===== src/rtl/rotation_addr_gen_pkg.sv =====
// Shared fixed-point widths, FSM states and matrix element select codes
// used by the rotation address generator and its multiply-accumulate lanes.
package rotation_addr_gen_pkg;

    localparam int COEF_W = 33;
    localparam int FRAC_W = 20;
    localparam int PIX_W  = 9;
    localparam int PROD_W = COEF_W + PIX_W;
    localparam int SUM_W  = PROD_W + 1;

    typedef enum logic [1:0] {
        ST_IDLE,
        ST_LOAD,
        ST_RUN,
        ST_DRAIN
    } state_e;

    localparam logic [2:0] SEL_M00 = 3'd0;
    localparam logic [2:0] SEL_M01 = 3'd1;
    localparam logic [2:0] SEL_M10 = 3'd2;
    localparam logic [2:0] SEL_M11 = 3'd3;

endpackage


===== src/rtl/rotation_addr_gen_if.sv =====
// Matrix-fetch and pixel-output bus of the rotation address generator;
// master is the generator, slave is the matrix stage plus pixel consumer.
interface rotation_addr_gen_if #(
    parameter int IMG_W = 64,
    parameter int IMG_H = 64
);
    import rotation_addr_gen_pkg::*;

    localparam int AW = $clog2(IMG_W * IMG_H);

    logic [2:0]                aci_out;
    logic [2:0]                selection;
    logic signed [COEF_W-1:0]  selected_value;
    logic                      out_valid;
    logic                      out_ready;
    logic [AW-1:0]             dst_addr;
    logic signed [PIX_W-1:0]   src_x;
    logic signed [PIX_W-1:0]   src_y;
    logic                      in_bounds;

    modport master (
        output aci_out, selection, out_valid, dst_addr, src_x, src_y, in_bounds,
        input  selected_value, out_ready
    );

    modport slave (
        input  aci_out, selection, out_valid, dst_addr, src_x, src_y, in_bounds,
        output selected_value, out_ready
    );

endinterface


===== src/rtl/rotation_addr_gen_rot_mac2.sv =====
// Two-stage signed dot product a*da + b*db in Q13.20, shifted back to pixels.
// Define ROT_ROUND_EN to round half up before the shift instead of truncating.
module rot_mac2
    import rotation_addr_gen_pkg::*;
#(
    parameter int OFFSET = 32
) (
    input  logic                     clk,
    input  logic                     reset,
    input  logic                     en,
    input  logic signed [COEF_W-1:0] coef_a,
    input  logic signed [COEF_W-1:0] coef_b,
    input  logic signed [PIX_W-1:0]  op_a,
    input  logic signed [PIX_W-1:0]  op_b,
    output logic signed [PIX_W-1:0]  result
);

`ifdef ROT_ROUND_EN
    localparam logic [SUM_W-1:0] HALF_LSB =
        {{(SUM_W-FRAC_W){1'b0}}, 1'b1, {(FRAC_W-1){1'b0}}};
`endif

    logic signed [PROD_W-1:0] prod_a_q, prod_a_d;
    logic signed [PROD_W-1:0] prod_b_q, prod_b_d;
    logic signed [SUM_W-1:0]  sum;
    logic signed [SUM_W-1:0]  sum_r;
    logic signed [PIX_W-1:0]  res_q, res_d;

    always_comb begin
        prod_a_d = prod_a_q;
        prod_b_d = prod_b_q;
        res_d    = res_q;
        sum      = SUM_W'(prod_a_q) + SUM_W'(prod_b_q);
`ifdef ROT_ROUND_EN
        sum_r    = sum + HALF_LSB;
`else
        sum_r    = sum;
`endif
        if (en) begin
            prod_a_d = coef_a * op_a;
            prod_b_d = coef_b * op_b;
            // Out-of-range results wrap in two's complement by design.
            res_d    = PIX_W'(sum_r >>> FRAC_W) + PIX_W'(OFFSET);
        end
    end

    always_ff @(posedge clk or negedge reset) begin
        if (!reset) begin
            prod_a_q <= '0;
            prod_b_q <= '0;
            res_q    <= '0;
        end else begin
            prod_a_q <= prod_a_d;
            prod_b_q <= prod_b_d;
            res_q    <= res_d;
        end
    end

    assign result = res_q;

endmodule


===== src/rtl/rotation_addr_gen.sv =====
// Raster-scans a destination frame and emits the rotated source coordinate
// per pixel; ROT_ROUND_EN selects round-half-up instead of truncation.
module rotation_addr_gen
    import rotation_addr_gen_pkg::*;
#(
    parameter int IMG_W = 64,
    parameter int IMG_H = 64
) (
    input  logic       clk,
    input  logic       reset,
    input  logic       start,
    input  logic [2:0] aci,
    output logic       busy,
    output logic       done,
    rotation_addr_gen_if.master bus
);

    localparam int XW = $clog2(IMG_W);
    localparam int YW = $clog2(IMG_H);
    localparam int AW = XW + YW;

    state_e                   state_q, state_d;
    logic [2:0]               load_cnt_q, load_cnt_d;
    logic [2:0]               selection_q, selection_d;
    logic [2:0]               aci_q, aci_d;
    logic signed [COEF_W-1:0] m00_q, m00_d, m01_q, m01_d;
    logic signed [COEF_W-1:0] m10_q, m10_d, m11_q, m11_d;
    logic [XW-1:0]            x_q, x_d;
    logic [YW-1:0]            y_q, y_d;
    logic                     v1_q, v1_d;
    logic                     out_valid_q, out_valid_d;
    logic                     done_q, done_d;
    logic [AW-1:0]            addr1_q, addr1_d;
    logic [AW-1:0]            dst_addr_q, dst_addr_d;
    logic                     advance;
    logic                     mac_en;
    logic signed [PIX_W-1:0]  dx, dy, src_x, src_y;

    // A stalled output freezes every stage and the scan counter together.
    assign advance = !out_valid_q || bus.out_ready;
    assign mac_en  = advance && (state_q == ST_RUN || state_q == ST_DRAIN);
    assign dx      = PIX_W'(x_q) - PIX_W'(IMG_W / 2);
    assign dy      = PIX_W'(y_q) - PIX_W'(IMG_H / 2);

    rot_mac2 #(.OFFSET(IMG_W / 2)) u_mac_x (
        .clk(clk), .reset(reset), .en(mac_en),
        .coef_a(m00_q), .coef_b(m01_q), .op_a(dx), .op_b(dy), .result(src_x)
    );

    rot_mac2 #(.OFFSET(IMG_H / 2)) u_mac_y (
        .clk(clk), .reset(reset), .en(mac_en),
        .coef_a(m10_q), .coef_b(m11_q), .op_a(dx), .op_b(dy), .result(src_y)
    );

    always_comb begin
        state_d     = state_q;
        load_cnt_d  = load_cnt_q;
        selection_d = selection_q;
        aci_d       = aci_q;
        m00_d       = m00_q;
        m01_d       = m01_q;
        m10_d       = m10_q;
        m11_d       = m11_q;
        x_d         = x_q;
        y_d         = y_q;
        v1_d        = v1_q;
        out_valid_d = out_valid_q;
        addr1_d     = addr1_q;
        dst_addr_d  = dst_addr_q;
        done_d      = 1'b0;

        if (advance) begin
            v1_d        = 1'b0;
            out_valid_d = v1_q;
            if (v1_q) begin
                dst_addr_d = addr1_q;
            end
        end

        case (state_q)
            ST_IDLE: begin
                if (start) begin
                    state_d     = ST_LOAD;
                    aci_d       = aci;
                    load_cnt_d  = 3'd0;
                    selection_d = SEL_M00;
                    x_d         = '0;
                    y_d         = '0;
                end
            end
            ST_LOAD: begin
                // The matrix stage answers one cycle after each select.
                load_cnt_d = load_cnt_q + 3'd1;
                if (load_cnt_q < 3'd3) begin
                    selection_d = load_cnt_q + 3'd1;
                end
                case (load_cnt_q)
                    3'd1: m00_d = bus.selected_value;
                    3'd2: m01_d = bus.selected_value;
                    3'd3: m10_d = bus.selected_value;
                    3'd4: begin
                        m11_d       = bus.selected_value;
                        selection_d = SEL_M00;
                        state_d     = ST_RUN;
                    end
                    default: ;
                endcase
            end
            ST_RUN: begin
                if (advance) begin
                    v1_d    = 1'b1;
                    addr1_d = {y_q, x_q};
                    if (x_q == XW'(IMG_W - 1)) begin
                        x_d = '0;
                        y_d = y_q + 1'b1;
                        if (y_q == YW'(IMG_H - 1)) begin
                            state_d = ST_DRAIN;
                        end
                    end else begin
                        x_d = x_q + 1'b1;
                    end
                end
            end
            ST_DRAIN: begin
                if (out_valid_q && bus.out_ready && !v1_q) begin
                    state_d = ST_IDLE;
                    done_d  = 1'b1;
                end
            end
            default: state_d = ST_IDLE;
        endcase
    end

    always_ff @(posedge clk or negedge reset) begin
        if (!reset) begin
            state_q     <= ST_IDLE;
            load_cnt_q  <= '0;
            selection_q <= '0;
            aci_q       <= '0;
            m00_q       <= '0;
            m01_q       <= '0;
            m10_q       <= '0;
            m11_q       <= '0;
            x_q         <= '0;
            y_q         <= '0;
            v1_q        <= 1'b0;
            out_valid_q <= 1'b0;
            done_q      <= 1'b0;
            addr1_q     <= '0;
            dst_addr_q  <= '0;
        end else begin
            state_q     <= state_d;
            load_cnt_q  <= load_cnt_d;
            selection_q <= selection_d;
            aci_q       <= aci_d;
            m00_q       <= m00_d;
            m01_q       <= m01_d;
            m10_q       <= m10_d;
            m11_q       <= m11_d;
            x_q         <= x_d;
            y_q         <= y_d;
            v1_q        <= v1_d;
            out_valid_q <= out_valid_d;
            done_q      <= done_d;
            addr1_q     <= addr1_d;
            dst_addr_q  <= dst_addr_d;
        end
    end

    assign busy          = (state_q != ST_IDLE);
    assign done          = done_q;
    assign bus.selection = selection_q;
    assign bus.aci_out   = aci_q;
    assign bus.out_valid = out_valid_q;
    assign bus.dst_addr  = dst_addr_q;
    assign bus.src_x     = src_x;
    assign bus.src_y     = src_y;
    assign bus.in_bounds = out_valid_q
                         && (int'(src_x) >= 0) && (int'(src_x) < IMG_W)
                         && (int'(src_y) >= 0) && (int'(src_y) < IMG_H);

endmodule

===== src/flat_wrapper.sv =====
// flat-port wrapper written by rule: the top's interface ports become plain ports
module rotation_addr_gen_flat import rotation_addr_gen_pkg::*;
#(
    parameter int IMG_W = 64,
    parameter int IMG_H = 64
)
  (clk, reset, start, aci, busy, done, bus_aci_out, bus_selection, bus_out_valid, bus_dst_addr, bus_src_x, bus_src_y, bus_in_bounds, bus_selected_value, bus_out_ready);
  rotation_addr_gen_if #(.IMG_W(IMG_W), .IMG_H(IMG_H)) bus_i ();
  input  logic clk;
  input  logic reset;
  input  logic start;
  input  logic [2:0] aci;
  output logic busy;
  output logic done;
  output wire logic [$bits(bus_i.aci_out)-1:0] bus_aci_out;
  output wire logic [$bits(bus_i.selection)-1:0] bus_selection;
  output wire logic [$bits(bus_i.out_valid)-1:0] bus_out_valid;
  output wire logic [$bits(bus_i.dst_addr)-1:0] bus_dst_addr;
  output wire logic [$bits(bus_i.src_x)-1:0] bus_src_x;
  output wire logic [$bits(bus_i.src_y)-1:0] bus_src_y;
  output wire logic [$bits(bus_i.in_bounds)-1:0] bus_in_bounds;
  input wire logic [$bits(bus_i.selected_value)-1:0] bus_selected_value;
  input wire logic [$bits(bus_i.out_ready)-1:0] bus_out_ready;
  assign bus_aci_out = bus_i.aci_out;
  assign bus_selection = bus_i.selection;
  assign bus_out_valid = bus_i.out_valid;
  assign bus_dst_addr = bus_i.dst_addr;
  assign bus_src_x = bus_i.src_x;
  assign bus_src_y = bus_i.src_y;
  assign bus_in_bounds = bus_i.in_bounds;
  assign bus_i.selected_value = bus_selected_value;
  assign bus_i.out_ready = bus_out_ready;
  rotation_addr_gen #(.IMG_W(IMG_W), .IMG_H(IMG_H)) u_core (.clk(clk), .reset(reset), .start(start), .aci(aci), .busy(busy), .done(done), .bus(bus_i));
endmodule

===== config.mk =====
export PLATFORM = sky130hd
export DESIGN_NAME = rotation_addr_gen_flat
export DESIGN_NICKNAME = d
export VERILOG_FILES = /design/src/rtl/rotation_addr_gen_pkg.sv /design/src/rtl/rotation_addr_gen_if.sv /design/src/rtl/rotation_addr_gen_rot_mac2.sv /design/src/rtl/rotation_addr_gen.sv /design/src/flat_wrapper.sv
export SDC_FILE = /design/constraint.sdc
export NUM_CORES = 2
export LEC_CHECK = 0
export ABC_AREA = 1
export BUFFER_PORTS_ARGS = -buffer_cell sky130_fd_sc_hd__buf_4
export CAP_MARGIN = 10
export CORE_UTILIZATION = 33
export CTS_CLUSTER_SIZE = 30
export DETAILED_ROUTE_END_ITERATION = 7
export GPL_TIMING_DRIVEN = 0
export PLACE_DENSITY = 0.5
export SLEW_MARGIN = 5
export SYNTH_ARGS = -nofsm -noshare
export SYNTH_HDL_FRONTEND = slang
export SYNTH_SLANG_ARGS = --single-unit

===== constraint.sdc =====
create_clock -name clk -period 6.55 [get_ports clk]
set_input_delay 0.3275 -clock clk [delete_from_list [all_inputs] [get_ports clk]]
set_output_delay 0.3275 -clock clk [all_outputs]
set_load 0.05 [all_outputs]

---- Yosys cells after proc, flatten, opt, wreduce, memory -nomap -nowiden ----
Index checks and enable logic that the tools add are counted.
storage, ports and cells
  register bits after elaboration ......... 316
operators by class
  multiply operators ...................... 4
  equal/unequal tests ..................... 16
  magnitude comparators ................... 5
  mux-type cells .......................... 24
  add/subtract/negate cells ............... 9
  reduce and logical (&&, ||, !) cells .... 27
operator list
  cell                   count
  $mul A33 B7 Y29        4
  $add A29 B29 Y29       2
  $mux W6                5
  $pmux W6 S2            2
  $add A9 B7 Y9 const B  2
  $ge A9 B1 Y1 const B   2
  $lt A9 B8 Y1 const B   2
  $reduce_and A2 Y1      8
  $sub A6 B6 Y7 const B  2
  $add A6 B1 Y6 const B  2
  $eq A6 B6 Y1 const B   2
  $mux W2                6
  $pmux W3 S2            2
  $mux W3                3
  $ne A2 B2 Y1 const B   4
  $pmux W2 S4            1
  $logic_and A1 B1 Y1    7
  $eq A3 B2 Y1 const B   2
  $reduce_and A3 Y1      2
  $reduce_and A6 Y1      1
  $reduce_bool A2 Y1     3
  $mux W1                5
  $eq A2 B2 Y1 const B   2
  $ne A2 B1 Y1 const B   2
  10 further kinds       12

---- Logic depth before layout (Yosys ltp) ----
  depth in word-level cells ............... 5
  gate-level depth with buffers ........... 25
  mapped depth without buffers ............ 23

---- Modules after synthesis ----
From an unflattened synthesis, not the netlist that was laid out.
unflattened totals
  cell total of the unflattened synthesis .. 5550
  area, all modules ....................... 43132.6 µm²
by module, submodules not included
  module                     cells an instance  instances  area an instance (µm²)
  rot_mac2 (u_core.u_mac_y)  2436               1          18049.8
  rot_mac2 (u_core.u_mac_x)  2399               1          17780.8
  rotation_addr_gen          715                1          7302.0

---- Least setup slack after synthesis ----
No wires, ideal clock.
  path type ............................... reg-to-reg
  from .................................... register u_core.y_q[5]
  to ...................................... register u_core.u_mac_x.prod_b_q[23]
  path buffers ............................ 3
  arrival ................................. 4544 ps
  clock period less this slack ............ 4661 ps
  setup slack ............................. 1889 ps
  cell stages (with the launch flop) ...... 23
  data required time ...................... 6433 ps
  cells stage by stage .................... dfrtp_1 -> clkbuf_1 -> inv_1 -> clkbuf_1 -> buf_1 -> nand2_1 -> fa_1 -> fa_1 -> inv_1 -> fa_1 -> inv_1 -> fa_1 -> inv_1 -> ha_1 -> nand3_1 -> nand3_2 -> a21boi_2 -> o21ai_2 -> a21o_1 -> nand2_1 -> nand3_1 -> nand3_1 -> nand2_1
on the way
  longest elaborated chain between the ends .. 2
ends and longest elaborated chain
  what                      line                              RTL
  start: declaration        rotation_addr_gen.sv:29           logic [YW-1:0] y_q, y_d;
  start signal: assignment  rotation_addr_gen.sv:161          y_q <= y_d;
  $sub A6 B6 Y7             rotation_addr_gen.sv:43           assign dy = PIX_W'(y_q) - PIX_W'(IMG_H / 2);
  $mul A33 B7 Y29           rotation_addr_gen_rot_mac2.sv:41  prod_b_d = coef_b * op_b;
  end signal: assignment    rotation_addr_gen_rot_mac2.sv:54  prod_b_q <= prod_b_d;
  end: declaration          rotation_addr_gen_rot_mac2.sv:24  logic signed [PROD_W-1:0] prod_b_q, prod_b_d;
No other way between the ends.
A chain may end at the register's enable or synchronous reset.

---- Final worst setup path ----
  from .................................... register u_core.y_q[4]
  to ...................................... register u_core.u_mac_y.prod_b_q[28]
on the way
  longest elaborated chain between the ends .. 2
ends and longest elaborated chain
  what                    line
  $sub A6 B6 Y7           rotation_addr_gen.sv:43
  $mul A33 B7 Y29         rotation_addr_gen_rot_mac2.sv:41
  end signal: assignment  rotation_addr_gen_rot_mac2.sv:54
  end: declaration        rotation_addr_gen_rot_mac2.sv:24
No other way between the ends.

==> results.txt <==
----------------------------------------------------
[Worst setup path]
  Worst setup path startpoint ... u_core.y_q[4]$_DFFE_PN0P_
  Worst reg2reg setup slack ... 0.32 ns
  Required time at the endpoint of the critical path ... 7.00 ns
  Highest net fanout along the worst path ... 10
  Nature of the critical path startpoint ... register
  Standard cell with the maximum stage delay on the critical path ... sky130_fd_sc_hd__buf_1
  Endpoint kind of the worst setup timing path ... register
  Buf+Inv Stages, Crit Path ... 6
  Cell Chain, Critical Path ... buf_4, clkbuf_1, buf_1, nand2_1, fa_1, inv_1, fa_1, inv_1, fa_1, fa_1, inv_1, ha_1, nand2_1, nor3_1, nand2_1, nor3_1, nand2_1, nand3_1, nand3_1, nand3_1, nand2_1
  Crit-path leading delay family ... adder cells
  Library cell appearing most often on the critical path ... sky130_fd_sc_hd__nand2_1
  Startpoint of the worst-slack reg-to-reg timing path ... u_core.y_q[4]$_DFFE_PN0P_
  Arrival time reported for the critical path endpoint ... 6.68 ns
  Delay of the slowest cell on the worst path ... 0.77 ns
  Crit Path Category ... register to register

[Clock tree]
  CTS clock-pin slew for the worst setup and hold paths ... 0.06 ns
  Later-pin clock latency in the skew report ... 0.59 ns
  Clock Path Buffers ... 3
  H-Tree Depth ... 2
  Inserted Clock Buffers ... 39
  Sinks on the clock net ... 300
  Post-CTS Setup Bufs ... 0
  TritonCTS clock tree ... done
  Root buf cell ... sky130_fd_sc_hd__clkbuf_16

[Timing]
  Period Utilization, post-route ... 95.1%
  Total count of hold-check failures in the final report ... 0
  Pin slew with the least headroom to its limit ... 1.10 ns
  Worst-case clock skew ... 0.0397 ns
  Rel. slew slack ... 26.4%
  Finish-stage setup viols ... 0
  Final-layout setup total negative slack ... 0 ns
  Fmax ... 161 MHz
  Unrepaired setup endpoints after global routing ... no
  Minimum period implied by the final worst setup slack ... 6.23 ns
  Minimum hold slack ... 0.106 ns
  Pins over their slew limit ... 0

[Logic synthesis]
  Number of enable flip-flop cells after synthesis ... 0
  Mean instance size in the synthesized netlist ... 7.23 sq um
  Post-synthesis cell area ... 0.0398 sq mm
  Primary flip-flop cell chosen by synthesis mapping ... sky130_fd_sc_hd__dfrtp_1
  Sequential fraction of the synthesis area ... 18.9%
  Number of distinct library cells after synthesis ... 59
  Cells after synthesis ... 5495
  Share of flip-flops with an asynchronous set or reset after synthesis ... 100%
  Flip-flop and latch count after synthesis ... 300
  Net count after synthesis ... 6310
  Yosys warnings ... 0

[GRT]
  All-Layer GR Usage ... 23.1%
  Total grt overflow ... 0
  Initial antenna violation count ... 0
  Number of global-route vias before repair ... 34100
  Wire length of the first global-routing pass ... 212000 microns
  Pin count of the biggest net entering global routing ... 106

[Floorplan]
  Area of the die ... 0.122 sq mm
  Placeable Area ... 0.119 sq mm
  Placement Rows ... 126
  Chip Height ... 349 microns
  Ports ... 80
  Horizontal extent of the die ... 349 microns
  Effective utilization at floorplan ... 33.5%

[Layout]
  Count of fill cells added during filler insertion ... 12700
  Final net count ... 6434
  Filler-free cell count of the finished design ... 7248
  Synth-to-Final Area Change ... 9.96%
  Most common cell after layout, fill and taps aside ... sky130_fd_sc_hd__inv_1
  Fraction of layout instances using a drive strength above 1 ... 6.45%
  Area of all placed cells without fillers ... 0.0437 sq mm
  Most frequent cells in the layout ... 1453 x sky130_fd_sc_hd__inv_1, 1425 x sky130_fd_sc_hd__nand2_1, 472 x sky130_fd_sc_hd__fa_1, 354 x sky130_fd_sc_hd__nor2_1, 303 x sky130_fd_sc_hd__ha_1

[Detailed routing]
  Iteration count of the initial detailed-routing pass ... 6
  Remaining antenna violation count after routing ... 0
  Total vias in the final route ... 34000
  DRC marker count from the first detailed-route iteration ... 2772
  Total detailed-routing wirelength ... 139000 microns
  DRC violations left ... 0
  Detail-routed net length per standard cell ... 19.2 microns
  Via count normalized by instance count ... 4.68

[Placement]
  Placer's final routability congestion estimate ... 0.946
  DP HPWL ... 116000 microns
  Instance area at placement ... 0.0424 sq mm
  Port Buf Inserts ... 75
  Post-placement cell count ... 7173

[Hold path]
  Hold Crit Class ... input pin to register
  Startpoint of the tightest hold check path ... start

[Job]
  Max-capacitance violation count ... 0

[Run status]
  Status ... finished, final reports clean

----------------------------------------------------
[flip-flops by register name (all words and copies together), names as in the netlist, named ones only]
register	cells
u_core.u_mac_x.prod_b_q	29
u_core.bus.out_valid	1
u_core.load_cnt_q	3
u_core.m01_q	29
u_core.m11_q	29
u_core.bus.aci_out	3
u_core.u_mac_x.prod_a_q	29
u_core.bus.selection	3
u_core.u_mac_y.prod_b_q	29
u_core.y_q	6
u_core.u_mac_y.result	9
u_core.done	1
u_core.addr1_q	12
u_core.x_q	6
u_core.state_q	2
u_core.m10_q	29
u_core.u_mac_x.result	9
u_core.bus.dst_addr	12
u_core.u_mac_y.prod_a_q	29
u_core.m00_q	29
[final timing paths]
kind / end / cells past startpoint
worst max-delay path: u_core.u_mac_y.prod_b_q[28]$_DFFE_PN0P_ / 21
worst min-delay path: u_core.bus.aci_out[2]$_DFFE_PN0P_ / 4
worst max register to register: u_core.u_mac_y.prod_b_q[28]$_DFFE_PN0P_ / 21
worst min register to register: u_core.u_mac_x.result[2]$_DFFE_PN0P_ / 2
max in group asynchronous: u_core.m00_q[26]$_DFFE_PN0P_ / 5
min in group asynchronous: u_core.u_mac_y.prod_a_q[14]$_DFFE_PN0P_ / 2
[synth_stat cells (6+ instances only)]
library cell / n / share of area (%)
sky130_fd_sc_hd__or2_1: 7 / 0.11
sky130_fd_sc_hd__o21bai_1: 28 / 0.53
sky130_fd_sc_hd__nor3_2: 8 / 0.20
sky130_fd_sc_hd__buf_1: 47 / 0.44
sky130_fd_sc_hd__dfrtp_1: 300 / 19
sky130_fd_sc_hd__fa_1: 472 / 24
sky130_fd_sc_hd__and2_1: 6 / 0.094
sky130_fd_sc_hd__xnor2_1: 48 / 1.1
sky130_fd_sc_hd__nand2_2: 19 / 0.30
sky130_fd_sc_hd__a21oi_1: 140 / 1.8
sky130_fd_sc_hd__nand3_1: 138 / 1.7
sky130_fd_sc_hd__o21ai_2: 9 / 0.20
sky130_fd_sc_hd__or2_2: 14 / 0.22
sky130_fd_sc_hd__a31oi_1: 27 / 0.42
sky130_fd_sc_hd__buf_2: 88 / 1.1
sky130_fd_sc_hd__o31ai_1: 11 / 0.21
sky130_fd_sc_hd__nor3_1: 38 / 0.48
sky130_fd_sc_hd__nand2_1: 1425 / 13
sky130_fd_sc_hd__nand4_1: 48 / 0.76
sky130_fd_sc_hd__ha_1: 303 / 9.5
sky130_fd_sc_hd__o21ai_0: 245 / 3.1
sky130_fd_sc_hd__a21o_1: 12 / 0.23
sky130_fd_sc_hd__o21a_1: 7 / 0.13
sky130_fd_sc_hd__xor2_1: 39 / 0.86
sky130_fd_sc_hd__a21oi_2: 11 / 0.24
sky130_fd_sc_hd__inv_1: 1453 / 14
sky130_fd_sc_hd__o21ai_1: 23 / 0.29
sky130_fd_sc_hd__nand3b_1: 9 / 0.17
sky130_fd_sc_hd__clkbuf_1: 58 / 0.55
sky130_fd_sc_hd__nor2_1: 354 / 3.3
sky130_fd_sc_hd__mux2_2: 12 / 0.34
sky130_fd_sc_hd__nor4_1: 12 / 0.19
sky130_fd_sc_hd__clkbuf_2: 26 / 0.33
sky130_fd_sc_hd__nor2_2: 6 / 0.094
[final cells by class]
class | count | area [sq um] | share of cell area, %
inverters | 1459 | 5480 | 12.5
multi-input cells | 3511 | 25800 | 58.9
repair buffers | 83 | 703 | 1.61
clock inverters | 16 | 134 | 0.306
well taps | 1600 | 2000 | 4.58
plain buffers | 225 | 1020 | 2.34
flip-flops and latches | 300 | 7510 | 17.2
diodes | 2 | 5.00 | 0.0114
clock buffers | 52 | 1110 | 2.55
[stage by stage]
step	setup WS, ns	util (%)
6_report	0.321	36.8
5_1_grt	0.0780	36.8
4_1_cts	0.216	36.8
3_5_place_dp	0.262	35.7
3_3_place_gp	0.262	35.7
2_1_floorplan	1.89	-
[layer usage]
metal  wire length [microns]  vias to the layer above  GRT usage [%]
li1                        -                    16500              -
met1                   65600                    16300           32.9
met2                   58400                      984           34.7
met3                    9890                      190           4.65
met4                    5420                        0           7.86
met5                       0                        -              0
[worst register-to-register path, stage by stage (launching register included)]
cell	delay [ns]
sky130_fd_sc_hd__dfrtp_1	0.32
sky130_fd_sc_hd__buf_4	0.20
sky130_fd_sc_hd__clkbuf_1	0.68
sky130_fd_sc_hd__buf_1	0.77
sky130_fd_sc_hd__nand2_1	0.18
sky130_fd_sc_hd__fa_1	0.57
sky130_fd_sc_hd__inv_1	0.05
sky130_fd_sc_hd__fa_1	0.47
sky130_fd_sc_hd__inv_1	0.05
sky130_fd_sc_hd__fa_1	0.45
sky130_fd_sc_hd__fa_1	0.62
sky130_fd_sc_hd__inv_1	0.08
sky130_fd_sc_hd__ha_1	0.38
sky130_fd_sc_hd__nand2_1	0.13
sky130_fd_sc_hd__nor3_1	0.33
sky130_fd_sc_hd__nand2_1	0.09
sky130_fd_sc_hd__nor3_1	0.14
sky130_fd_sc_hd__nand2_1	0.07
sky130_fd_sc_hd__nand3_1	0.10
sky130_fd_sc_hd__nand3_1	0.09
sky130_fd_sc_hd__nand3_1	0.24
sky130_fd_sc_hd__nand2_1	0.07
[kinds of logic (layout without fill, tap and decap cells)]
family | after synthesis | after routing | synth area share, %
AND/OR/NAND/NOR | 2095 | 2095 | 21.4
buffers and inverters | 1684 | 1835 | 16.3
adder cells (fa/ha/maj) | 775 | 775 | 33.3
AO/OA/AOI/OAI | 540 | 540 | 7.74
flip-flops | 300 | 300 | 18.9
XOR/XNOR | 89 | 89 | 2.00
multiplexers | 12 | 12 | 0.340
other | 0 | 2 | 0
[what timing repair did]
action | 4_1_cts | 5_1_grt
endpoints found under the setup margin | 0 | 5
gates resized for setup | 0 | 2
endpoints found under the hold margin | 32 | 0
hold buffers | 5 | 0
Power is not shown: default switching activity piles up to over one toggle a cycle in this logic, so the estimate is an artifact.
